### src/rtl/tile_buf_pkg.sv
// rtl/tile_buf_pkg.sv - shared constants, state type and strobe encodings for the tile buffer port
package tile_buf_pkg;

  localparam int LANE_W    = 12;
  localparam int NUM_LANES = 4;
  localparam int WORDS     = 640;

  typedef enum logic {
    SERVE = 1'b0,
    CLEAR = 1'b1
  } state_t;

  // All buffer strobes are active low except gwen, which selects write (1) or read (0).
  localparam logic                 CEN_ON   = 1'b0;
  localparam logic                 CEN_OFF  = 1'b1;
  localparam logic                 GWEN_WR  = 1'b1;
  localparam logic                 GWEN_RD  = 1'b0;
  localparam logic [NUM_LANES-1:0] WEN_ALL  = 4'h0;
  localparam logic [NUM_LANES-1:0] WEN_NONE = 4'hF;

endpackage

### src/rtl/tile_buf_rw_arb.sv
// rtl/tile_buf_rw_arb.sv - read-priority grant with a bounded read streak so pending writes are not starved
module tile_buf_rw_arb #(
  parameter int MAX_RD_STREAK = 4
) (
  input  logic clk,
  input  logic rst_n,
  input  logic en,
  input  logic rd_valid,
  input  logic wr_valid,
  output logic rd_grant,
  output logic wr_grant
);

  localparam int SW = $clog2(MAX_RD_STREAK + 1);

  logic [SW-1:0] streak;
  logic          capped;

  assign capped   = (streak == SW'(MAX_RD_STREAK));
  assign rd_grant = en && rd_valid && !(wr_valid && capped);
  assign wr_grant = en && wr_valid && !rd_grant;

  // Only reads that overtake a waiting write count toward the streak.
  always_ff @(posedge clk) begin
    if (!rst_n) begin
      streak <= '0;
    end else if (!wr_valid || wr_grant) begin
      streak <= '0;
    end else if (rd_grant) begin
      streak <= streak + 1'b1;
    end
  end

endmodule

### src/rtl/tile_buf_ctrl.sv
// rtl/tile_buf_ctrl.sv - single-port sequencer sharing one tile buffer port between pixel writes, scanout reads and clear
module tile_buf_ctrl #(
  parameter int ADDR_WIDTH    = 10,
  parameter int DATA_WIDTH    = 48,
  parameter int WORDS         = 640,
  parameter int MAX_RD_STREAK = 4
) (
  input  logic                  clk,
  input  logic                  rst_n,
  input  logic                  clear_start,
  input  logic [DATA_WIDTH-1:0] clear_value,
  output logic                  clear_busy,
  output logic                  clear_done,
  input  logic                  wr_valid,
  output logic                  wr_ready,
  input  logic [ADDR_WIDTH-1:0] wr_addr,
  input  logic [3:0]            wr_mask,
  input  logic [DATA_WIDTH-1:0] wr_data,
  input  logic                  rd_valid,
  output logic                  rd_ready,
  input  logic [ADDR_WIDTH-1:0] rd_addr,
  output logic                  rd_data_valid,
  output logic [DATA_WIDTH-1:0] rd_data,
  output logic                  oob_err,
  output logic                  bram_cen,
  output logic [3:0]            bram_wen,
  output logic                  bram_gwen,
  output logic [ADDR_WIDTH-1:0] bram_addr,
  output logic [DATA_WIDTH-1:0] bram_din,
  input  logic [DATA_WIDTH-1:0] bram_dout
);

  import tile_buf_pkg::*;

  localparam logic [ADDR_WIDTH:0]   WORDS_X   = (ADDR_WIDTH + 1)'(WORDS);
  localparam logic [ADDR_WIDTH-1:0] LAST_ADDR = ADDR_WIDTH'(WORDS - 1);

  state_t                  state, state_nx;
  logic [ADDR_WIDTH-1:0]   clr_addr, clr_addr_nx;
  logic [DATA_WIDTH-1:0]   clr_value_q;
  logic                    clear_done_nx;
  logic                    cen_nx, gwen_nx;
  logic [3:0]              wen_nx;
  logic [ADDR_WIDTH-1:0]   addr_nx;
  logic [DATA_WIDTH-1:0]   din_nx;
  logic                    arb_en, rd_grant, wr_grant, rd_oob, wr_oob;
  logic                    rd_p1, rd_oob_p1, rd_oob_p2;

  assign rd_oob = ({1'b0, rd_addr} >= WORDS_X);
  assign wr_oob = ({1'b0, wr_addr} >= WORDS_X);

  // A clear request in the serving cycle takes the port, so nothing else is granted.
  assign arb_en = rst_n && (state == SERVE) && !clear_start;

  tile_buf_rw_arb #(
    .MAX_RD_STREAK(MAX_RD_STREAK)
  ) u_arb (
    .clk      (clk),
    .rst_n    (rst_n),
    .en       (arb_en),
    .rd_valid (rd_valid),
    .wr_valid (wr_valid),
    .rd_grant (rd_grant),
    .wr_grant (wr_grant)
  );

  assign rd_ready   = rd_grant;
  assign wr_ready   = wr_grant;
  assign clear_busy = (state == CLEAR);

  always_ff @(posedge clk) begin
    if (!rst_n) begin
      state       <= SERVE;
      clr_addr    <= '0;
      clr_value_q <= '0;
      clear_done  <= 1'b0;
    end else begin
      state      <= state_nx;
      clr_addr   <= clr_addr_nx;
      clear_done <= clear_done_nx;
      if (state == SERVE && clear_start) begin
        clr_value_q <= clear_value;
      end
    end
  end

  // clr_addr tracks the fill address currently on the port.
  always_comb begin
    state_nx      = state;
    clr_addr_nx   = clr_addr;
    clear_done_nx = 1'b0;
    cen_nx        = CEN_OFF;
    wen_nx        = WEN_NONE;
    gwen_nx       = GWEN_RD;
    addr_nx       = bram_addr;
    din_nx        = bram_din;
    case (state)
      SERVE: begin
        if (clear_start) begin
          state_nx    = CLEAR;
          clr_addr_nx = '0;
          cen_nx      = CEN_ON;
          wen_nx      = WEN_ALL;
          gwen_nx     = GWEN_WR;
          addr_nx     = '0;
          din_nx      = clear_value;
        end else if (rd_grant && !rd_oob) begin
          cen_nx  = CEN_ON;
          addr_nx = rd_addr;
        end else if (wr_grant && !wr_oob && (wr_mask != 4'h0)) begin
          cen_nx  = CEN_ON;
          wen_nx  = ~wr_mask;
          gwen_nx = GWEN_WR;
          addr_nx = wr_addr;
          din_nx  = wr_data;
        end
      end
      CLEAR: begin
        if (clr_addr == LAST_ADDR) begin
          state_nx      = SERVE;
          clear_done_nx = 1'b1;
        end else begin
          clr_addr_nx = clr_addr + 1'b1;
          cen_nx      = CEN_ON;
          wen_nx      = WEN_ALL;
          gwen_nx     = GWEN_WR;
          addr_nx     = clr_addr + 1'b1;
          din_nx      = clr_value_q;
        end
      end
      default: state_nx = SERVE;
    endcase
  end

  always_ff @(posedge clk) begin
    if (!rst_n) begin
      bram_cen      <= CEN_OFF;
      bram_wen      <= WEN_NONE;
      bram_gwen     <= GWEN_RD;
      bram_addr     <= '0;
      bram_din      <= '0;
      oob_err       <= 1'b0;
      rd_p1         <= 1'b0;
      rd_oob_p1     <= 1'b0;
      rd_data_valid <= 1'b0;
      rd_oob_p2     <= 1'b0;
    end else begin
      bram_cen      <= cen_nx;
      bram_wen      <= wen_nx;
      bram_gwen     <= gwen_nx;
      bram_addr     <= addr_nx;
      bram_din      <= din_nx;
      oob_err       <= oob_err || (rd_grant && rd_oob) || (wr_grant && wr_oob);
      rd_p1         <= rd_grant;
      rd_oob_p1     <= rd_grant && rd_oob;
      rd_data_valid <= rd_p1;
      rd_oob_p2     <= rd_oob_p1;
    end
  end

  // Out-of-range reads still occupy a return slot so responses stay in order.
  assign rd_data = (rd_data_valid && !rd_oob_p2) ? bram_dout : '0;

endmodule

### config.mk
export PLATFORM = sky130hd
export DESIGN_NAME = tile_buf_ctrl
export DESIGN_NICKNAME = d
export VERILOG_FILES = /design/src/rtl/tile_buf_pkg.sv /design/src/rtl/tile_buf_rw_arb.sv /design/src/rtl/tile_buf_ctrl.sv
export SDC_FILE = /design/constraint.sdc
export NUM_CORES = 1
export LEC_CHECK = 0
export ABC_AREA = 1
export CORE_MARGIN = 5
export CORE_UTILIZATION = 42
export DETAILED_ROUTE_END_ITERATION = 10
export HOLD_SLACK_MARGIN = 0.15
export PLACE_DENSITY_LB_ADDON = 0.1
export SYNTH_ARGS = -nofsm -noshare
export SYNTH_HDL_FRONTEND = slang
export SYNTH_SLANG_ARGS = --single-unit
### constraint.sdc
create_clock -name clk -period 2 [get_ports clk]
set_input_delay 0.6 -clock clk [delete_from_list [all_inputs] [get_ports clk]]
set_output_delay 0.6 -clock clk [all_outputs]
set_load 0.02 [all_outputs]
## Word level (Yosys, flattened, before mapping)

Index checks and enable logic that the tools add are counted.

| word-level totals | value |
|---|---|
| flip-flop bits (word level) | 132 |
| bits in latches | 0 |
| RAM bits | 0 |
| ROM bits | 0 |
| input bits | 173 |
| output and inout port bits | 118 |
| memories | 0 |

| cells by class | value |
|---|---|
| add/sub/neg operators | 2 |
| multiply operators | 0 |
| divide/modulo/power cells | 0 |
| magnitude comparators | 2 |
| eq/ne operators | 7 |
| shifts and indexed selects | 0 |
| mux-type cells | 30 |
| bitwise logic cells | 3 |
| reductions and logical operators | 30 |

Operator list:

| cell | count |
|---|---|
| 48-bit two-way mux | 5 |
| 48-bit case mux with 2 select lines | 1 |
| 10-bit two-way mux | 5 |
| 10-bit case mux with 2 select lines | 2 |
| 10-bit greater-or-equal comparator (second input constant) | 2 |
| 4-bit two-way mux | 4 |
| 1-bit logical AND | 14 |
| 10-bit by 1-bit adder with 10-bit output (second input constant) | 1 |
| 10-bit == test (second input constant) | 1 |
| 1-bit two-way mux | 9 |
| 4-bit case mux with 2 select lines | 1 |
| 1-bit logical NOT | 7 |
| 1-bit case mux with 2 select lines | 3 |
| 2-bit AND reduction | 3 |
| 2-bit != test (second input constant) | 2 |
| 4-bit by 2-bit != test with 1-bit output (second input constant) | 1 |
| 4-bit inverter | 1 |
| 4-bit nonzero test | 1 |
| 3-bit by 1-bit adder with 3-bit output (second input constant) | 1 |
| 3-bit == test (second input constant) | 1 |
| 1-bit logical OR | 3 |
| 3-bit by 2-bit != test with 1-bit output (second input constant) | 1 |
| 3-bit != test (second input constant) | 1 |
| 3-bit AND reduction | 1 |
| 2 further kinds | 3 |

## Longest topological paths before layout

Gate-level depths: netlist (run 1).

| logic depth | value |
|---|---|
| word-level depth | 13 |
| gate-level depth with buffers | 13 |
| depth with buffers taken out | 13 |

## By module

Synthesis (run 1) repeated with hierarchy kept, for this count alone.

| unflattened totals | value |
|---|---|
| cell total of the unflattened synthesis | 1219 |
| area total of the unflattened synthesis | 7150.6 µm² |

Modules (own cells, without submodules):

| module | instances | cells an instance | area each (µm²) | sequential area each (µm²) |
|---|---|---|---|---|
| tile_buf_ctrl | 1 | 1183 | 6934.2 | 2582.5 |
| tile_buf_rw_arb | 1 | 36 | 216.5 | 60.1 |

## Worst setup path before layout (run 1)

No wires, ideal clock.

| path | value |
|---|---|
| path type | register -> output |
| start | reg rd_data_valid |
| end | out rd_data[27] |
| arrival time | 1231 ps |
| path slack | 169 ps |
| stages on the path, launching flop included | 5 |
| buffers on the path | 2 |
| cells stage by stage | dfxtp_1 nand2_1 clkbuf_1 clkbuf_1 nor2_1 |

| on the way | value |
|---|---|
| cells in the longest elaborated chain, start to end | 2 |

RTL lines:

| what | RTL line | source |
|---|---|---|
| from (decl) | tile_buf_ctrl.sv:22 | `output logic rd_data_valid,` |
| from (signal assigned) | tile_buf_ctrl.sv:156 | `rd_data_valid <= rd_p1;` |
| 1-bit logical AND | tile_buf_ctrl.sv:162 | `assign rd_data = (rd_data_valid && !rd_oob_p2) ? bram_dout : '0;` |
| 48-bit two-way mux | tile_buf_ctrl.sv:162 |  |
| to (decl) | tile_buf_ctrl.sv:23 | `output logic [DATA_WIDTH-1:0] rd_data,` |

No other way between the ends.

## Final worst setup path (run 1)

| path | value |
|---|---|
| start | reg bram_din[37] |
| end | out bram_din[37] |

RTL lines:

| what | RTL line | source |
|---|---|---|
| from (decl) | tile_buf_ctrl.sv:29 | `output logic [DATA_WIDTH-1:0] bram_din,` |
| from (signal assigned) | tile_buf_ctrl.sv:152 | `bram_din <= din_nx;` |

No word-level cell between the ends.

==> impl_metrics.tcl, run 1 <==
set metrics [dict create \
    std_cell_rows 44 \
    die_area_um2 17640 \
    post-place-cells 1469 \
    route.detailed.vias_per_inst 4.728 \
    grt-ovfl-total 0 \
    tritoncts "built" \
    routabilityCongestion 0.8438 \
    vias 7106 \
    clock_sink_count 132 \
    timing.final.ws_setup_ps 34.18 \
    worst_skew_pair_latency_ps 420 \
    routed_wirelength_um 21410 \
    critical_path.cell_chain "clkdlybuf4s50_1" \
    core_region_area_um2 14640 \
    worst_setup_hold_path_clk_slew_ps 60 \
    worst-path-buf-inv 1 \
    num-nets-final 1481 \
    drtPass1Iterations 5 \
    period_share 0.9829 \
    worst_path_max_delay_cell "clkdlybuf4s50_1" \
    finalMaxSlewViolations 0 \
    power_report.internal_total_uw 5459 \
    max_slew.worst_pin.slew_ps 662.7 \
    power_switching_uw 2026 \
    finalCoreUtilization 0.7012 \
    initial_utilization 0.4326 \
    total_leakage_power_uw 0.005288 \
    htree_num_levels 4 \
    number_of_antenna_violations_at_the_first_check_in_global_routing 1 \
    worst_path_dominant_cell_family "buffers and inverters" \
    port-buffer-count 290 \
    worstHoldStart "rd_oob_p1" \
    tritoncts.num_buffers 17 \
    finalCriticalPeriod_ps 1966 \
    worstSetupPathType "reg2out" \
    die_h_um 132.8 \
    register_share_of_total_power 0.387 \
    dieWidth_um 132.8 \
    maxClockFrequency_mhz 508.7 \
    timing.hold.worst.class "reg2reg" \
    remaining_drc_errors 0 \
    top_level_ports 291 \
    seq_area_um2 2646 \
    post_synth_instance_area_um2 6335 \
    synth.yosys.warnings 0 \
    grt_pass1_vias 6803 \
    synth_sequential_area_ratio 0.4171 \
    largest_net_degree_at_the_start_of_global_routing 57 \
    netlist_instances 985 \
    comb_power_share 0.209 \
    irDropWorstVdd_uv 512.7 \
    hold_buffers 0 \
    final.fill_count 1295 \
    grt_first_pass_wirelength_um 34130 \
    postSynthAreaPerCell_um2 6.431 \
    finalHoldViolCount 0 \
    status "finished, final reports clean" \
    drt_iter0_drc 347 \
    placement.setup.worst_slack_ps -688.6 \
    synth_cell_type_count 26 \
    critical_path.reg2reg.endpoint "bram_din[5]" \
    ys_ff_latch 132 \
    clock_tree.buffer_depth 2 \
    pwr_density_cell_nw_per_um2 728.9 \
    fin_worst_skew_ps 12.86 \
    timing.final.setup_violations 0 \
    place_hpwl_um 15810 \
    number_of_max_cap_violations 0 \
    setup_slack_of_the_most_critical_reg_to_reg_path_ps 150 \
    crit_path_end_kind "output port" \
    drtAntennaViolNets 0 \
    r2r_cells 7 \
    timing.slew.headroom 0.5582 \
    arrival_ps 1370 \
    rr_startpoint "clear_busy" \
    critPathLaunchType "flip-flop" \
    clock_power_share 0.404 \
    timing.critical_path.fanout_max 2 \
    synth_fp_nets 1161 \
    grt_use_total 0.2371 \
    post_route_cells_drive_above_1_share 0.1351 \
    wire_per_inst_um 14.24 \
    multi_input_comb_area_um2 2928 \
    crit_path_max_incr_delay_ps 620 \
    cp.required_ps 1400 \
    cts_root_buffer "clkbuf_16" \
    timing.hold.worst_path_depth 2 \
    area_delta_synth_final_pct 62.10 \
    switching_share 0.2707 \
    stdcell_count 1503 \
    min_to "rd_oob_p2" \
    grt_setup_unrepaired "true" \
]
[layer usage]
| metal | GRT usage | vias up | part of all wire |
|---|---|---|---|
| met5 | 0 | - | 0 |
| met4 | 0.07737 | 0 | 0.020 |
| met3 | 0.06682 | 30 | 0.066 |
| met2 | 0.4224 | 245 | 0.50 |
| met1 | 0.2732 | 3164 | 0.41 |
| li1 | - | 3667 | - |
[synth_stat cells (all sizes together)]
library cell,instances,area [um^2]
a211oi,1,7.510
a21oi,63,315.3
a221oi,3,26.28
a22oi,25,187.7
and3,1,6.260
buf,28,192.7
clkbuf,27,101.4
dfxtp,132,2643
ha,3,37.54
inv,146,550.5
nand2,248,945.9
nand3,54,275.3
nand4,2,12.51
nor2,200,773.2
nor3,3,15.01
o21ai,49,245.2
[placed cells by master, fill, tap and decap left out, types with 2 or more instances in the layout]
cell and instances:
a21oi_1 63, a221oi_1 3, a22oi_1 25, buf_12 7, buf_2 32, buf_4 74, buf_6 4, bufinv_16 2
clkbuf_16 17, clkdlybuf4s50_1 201, clkinv_2 5, clkinv_4 4, clkinvlp_4 2, dfxtp_1 129, dfxtp_2 3, dlygate4sd2_1 14
dlymetal6s2s_1 23, ha_1 2, inv_1 138, inv_2 7, nand2_1 242, nand2_2 3, nand2_4 2, nand3_1 52
nand3_4 2, nand4_1 2, nor2_1 191, nor2_2 5, nor2_4 4, nor3_1 3, o21ai_0 48
[logic make-up after synthesis]
group | after synthesis | synth area share
AOI/OAI and AO/OA | 141 | 0.1234
adders and majority gates | 3 | 0.005926
buffers and inverters | 201 | 0.1333
DFF | 132 | 0.4171
and+or+nand+nor | 508 | 0.3202
[layout make-up]
type,instances,share of cell area
Antenna cell,1,0.0002437
Clock buffer,19,0.04313
Clock inverter,13,0.01316
Inverter,146,0.05361
Multi-Input combinational cell,652,0.2851
Sequential cell,132,0.2577
Tap cell,184,0.02242
Timing Repair Buffer,356,0.3246
[power groups by stage]
stage	combinational, uW	sequential, uW	clock, uW
final	1560	2900	3020
after global routing	1710	2920	3180
after CTS	1570	2900	3060
after detailed placement	1590	2960	0
after global placement	1570	2950	0
after floorplan	597	3090	0
[through the flow]
| step | TNS, ps | area, um^2 | total power (uW) | hold slack, ps |
|---|---|---|---|---|
| floorplan | 0 | 6335 | 3689 | 390.5 |
| global placement | -47180 | 9748 | 4522 | 393.6 |
| detailed placement | -50470 | 9748 | 4544 | 396.9 |
| CTS | 0 | 10100 | 7535 | 405.6 |
| global route | -9.625 | 10270 | 7818 | 448.8 |
| finish | 0 | 10270 | 7485 | 409.3 |
[registers in the layout, summed over array words and instances (netlist names)]
| register | cells |
|---|---|
| bram_din | 48 |
| clr_value_q | 48 |
| bram_addr | 10 |
| clr_addr | 10 |
| bram_wen | 4 |
| u_arb.streak | 3 |
| bram_cen | 1 |
| bram_gwen | 1 |
| clear_busy | 1 |
| clear_done | 1 |
| oob_err | 1 |
| rd_data_valid | 1 |
| rd_oob_p1 | 1 |
| rd_oob_p2 | 1 |
| rd_p1 | 1 |
[worst max-delay path by stage]
stage | start | to | slack, ps | depth (start not counted)
global placement | wr_valid | wr_ready | -660 | 6
CTS | u_arb.streak[1] | wr_ready | 4 | 7
finish | bram_din[37] | bram_din[37] | 30 | 1
global route | clear_start | wr_ready | -10 | 7
detailed placement | wr_valid | wr_ready | -690 | 6
floorplan | rd_data_valid | rd_data[27] | 170 | 4
[what timing repair did]
item                                    CTS  global route
setup buffers                             0             1
gates resized for setup                 228            56
endpoints found under the setup margin   80            89
pin swaps                                 3            10
(Power assumes the default switching activity.)
==> run 2: changes to the inputs <==
CORE_UTILIZATION = 45   (was 42)
clock period = 2.5 ns   (was 2 ns; I/O delays follow)
==> impl_metrics.tcl, run 2 (same netlist as run 1, synthesis figures left out) <==
set metrics [dict create \
    grt_first_pass_wirelength_um 33590 \
    post-place-cells 1440 \
    period_share 0.9867 \
    post_route_cells_drive_above_1_share 0.07436 \
    reg_top3 "bram_din: 48 flops, clr_value_q: 48 flops" \
    grt-ovfl-total 0 \
    std_cell_rows 43 \
    fin_total_pwr_uw 6292 \
    layout.cells.most_common "nand2_1" \
    cp.required_ps 1750 \
    worst_skew_pair_latency_ps 420 \
    remaining_drc_errors 0 \
    routed_wirelength_um 21900 \
    drtAntennaViolNets 0 \
    dieWidth_um 128.7 \
    final_cell_area_um2 10130 \
    wire_per_inst_um 14.87 \
    htree_num_levels 4 \
    grt_pass1_vias 6384 \
    setup-tns-final_ps 0 \
    route.detailed.vias_per_inst 4.775 \
    num-nets-final 1455 \
    irDropWorstVdd_uv 495.4 \
    maxClockFrequency_mhz 405.4 \
    drt_iter0_drc 437 \
    cts_root_buffer "clkbuf_16" \
    clock_tree.buffer_depth 2 \
    core_region_area_um2 13830 \
    timing.hold.worst.class "reg2reg" \
    critPathLaunchType "input pin" \
    grt_setup_unrepaired "false" \
    worstHoldStart "rd_oob_p1" \
    worst_hold_check_slack_ps 403.8 \
    worst_setup_hold_path_clk_slew_ps 60 \
    stdcell_count 1472 \
    timing.critical_path.fanout_max 1 \
    top_level_ports 291 \
    status "finished, final reports clean" \
    tritoncts "built" \
    worstSetupPathType "in2out" \
    grt_use_total 0.2583 \
    port-buffer-count 290 \
    hold_buffers 0 \
    crit_path_end_kind "output port" \
    vias 7029 \
    rr_startpoint "u_arb.streak[0]" \
    pwr_density_cell_nw_per_um2 621.1 \
    arrival_ps 1720 \
    tritoncts.num_buffers 17 \
    post_dp_cell_area_um2 9528 \
    initial_utilization 0.4581 \
    area_delta_synth_final_pct 59.93 \
    largest_net_degree_at_the_start_of_global_routing 60 \
    total_leakage_power_uw 0.004924 \
    timing.final.setup_violations 0 \
    die_area_um2 16550 \
    die_h_um 128.7 \
    commonest_cells_after_routing_fill_and_taps_aside "nand2_1 (242), clkdlybuf4s50_1 (236), nor2_1 (195)" \
    routabilityCongestion 0.8598 \
    number_of_max_cap_violations 0 \
    finalCriticalPeriod_ps 2467 \
    timing.slew.headroom 0.5313 \
    number_of_antenna_violations_at_the_first_check_in_global_routing 1 \
    crit_path_start "bram_dout[7]" \
    drtPass1Iterations 5 \
    max_slew.worst_pin.slew_ps 703.0 \
    finalMaxSlewViolations 0 \
    fin_worst_skew_ps 8.903 \
    finalHoldViolCount 0 \
    place_hpwl_um 15920 \
    clock_sink_count 132 \
]
==> run 2: metal layers <==
metal,global-route usage,vias to the layer above,share of wire
li1,-,3614,-
met1,0.2862,3130,0.38
met2,0.4659,259,0.52
met3,0.08178,26,0.080
met4,0.08771,0,0.020
met5,0,-,0
==> run 2: cell type report <==
class | instances | area [um^2]
Clock inverter | 9 | 175.2
Inverter | 146 | 550.5
Sequential cell | 132 | 2644
Clock buffer | 22 | 474.2
Tap cell | 180 | 225.2
Timing Repair Buffer | 330 | 3207
Antenna cell | 1 | 2.502
Fill cell | 1150 | 3696
Multi-Input combinational cell | 652 | 2853
==> run 2: stage by stage <==
stage	setup WS, ps	util
2_1_floorplan	406.4	-
3_3_place_gp	-458.4	0.6891
3_5_place_dp	-480.6	0.6891
4_1_cts	0.9724	0.7319
5_1_grt	0.04052	0.7327
6_report	33.34	0.7327
==> run 2: repair_timing <==
action / in CTS / in global routing
resized for setup: 53 / 5
setup buffers: 0 / 0
setup endpoints to repair: 45 / 5
pin swaps: 0 / 1
endpoints found under the hold margin: 0 / 0
==> run 2: final timing paths <==
| check | slack, ps | depth (start not counted) | end |
|---|---|---|---|
| setup / recovery | 30 | 4 | rd_data[7] |
| hold reg to reg | 400 | 2 | rd_oob_p2 |
| hold / removal | 400 | 2 | rd_oob_p2 |
| setup reg to reg | 500 | 14 | bram_din[42] |
==> run 2: where the power goes <==
| part | total, uW | switching (uW) | leakage, uW | internal (uW) |
|---|---|---|---|---|
| clock | 2750 | 908 | 0.000312 | 1840 |
| combinational | 1220 | 609 | 0.00352 | 613 |
| sequential | 2320 | 72.4 | 0.00109 | 2250 |
| total | 6290 | 1590 | 0.00492 | 4700 |
==> run 2: worst max-delay path, stage by stage <==
cell             delay, ps
clkdlybuf4s50_1        470
inv_1                   40
nor2_1                 120
clkdlybuf4s15_1        340
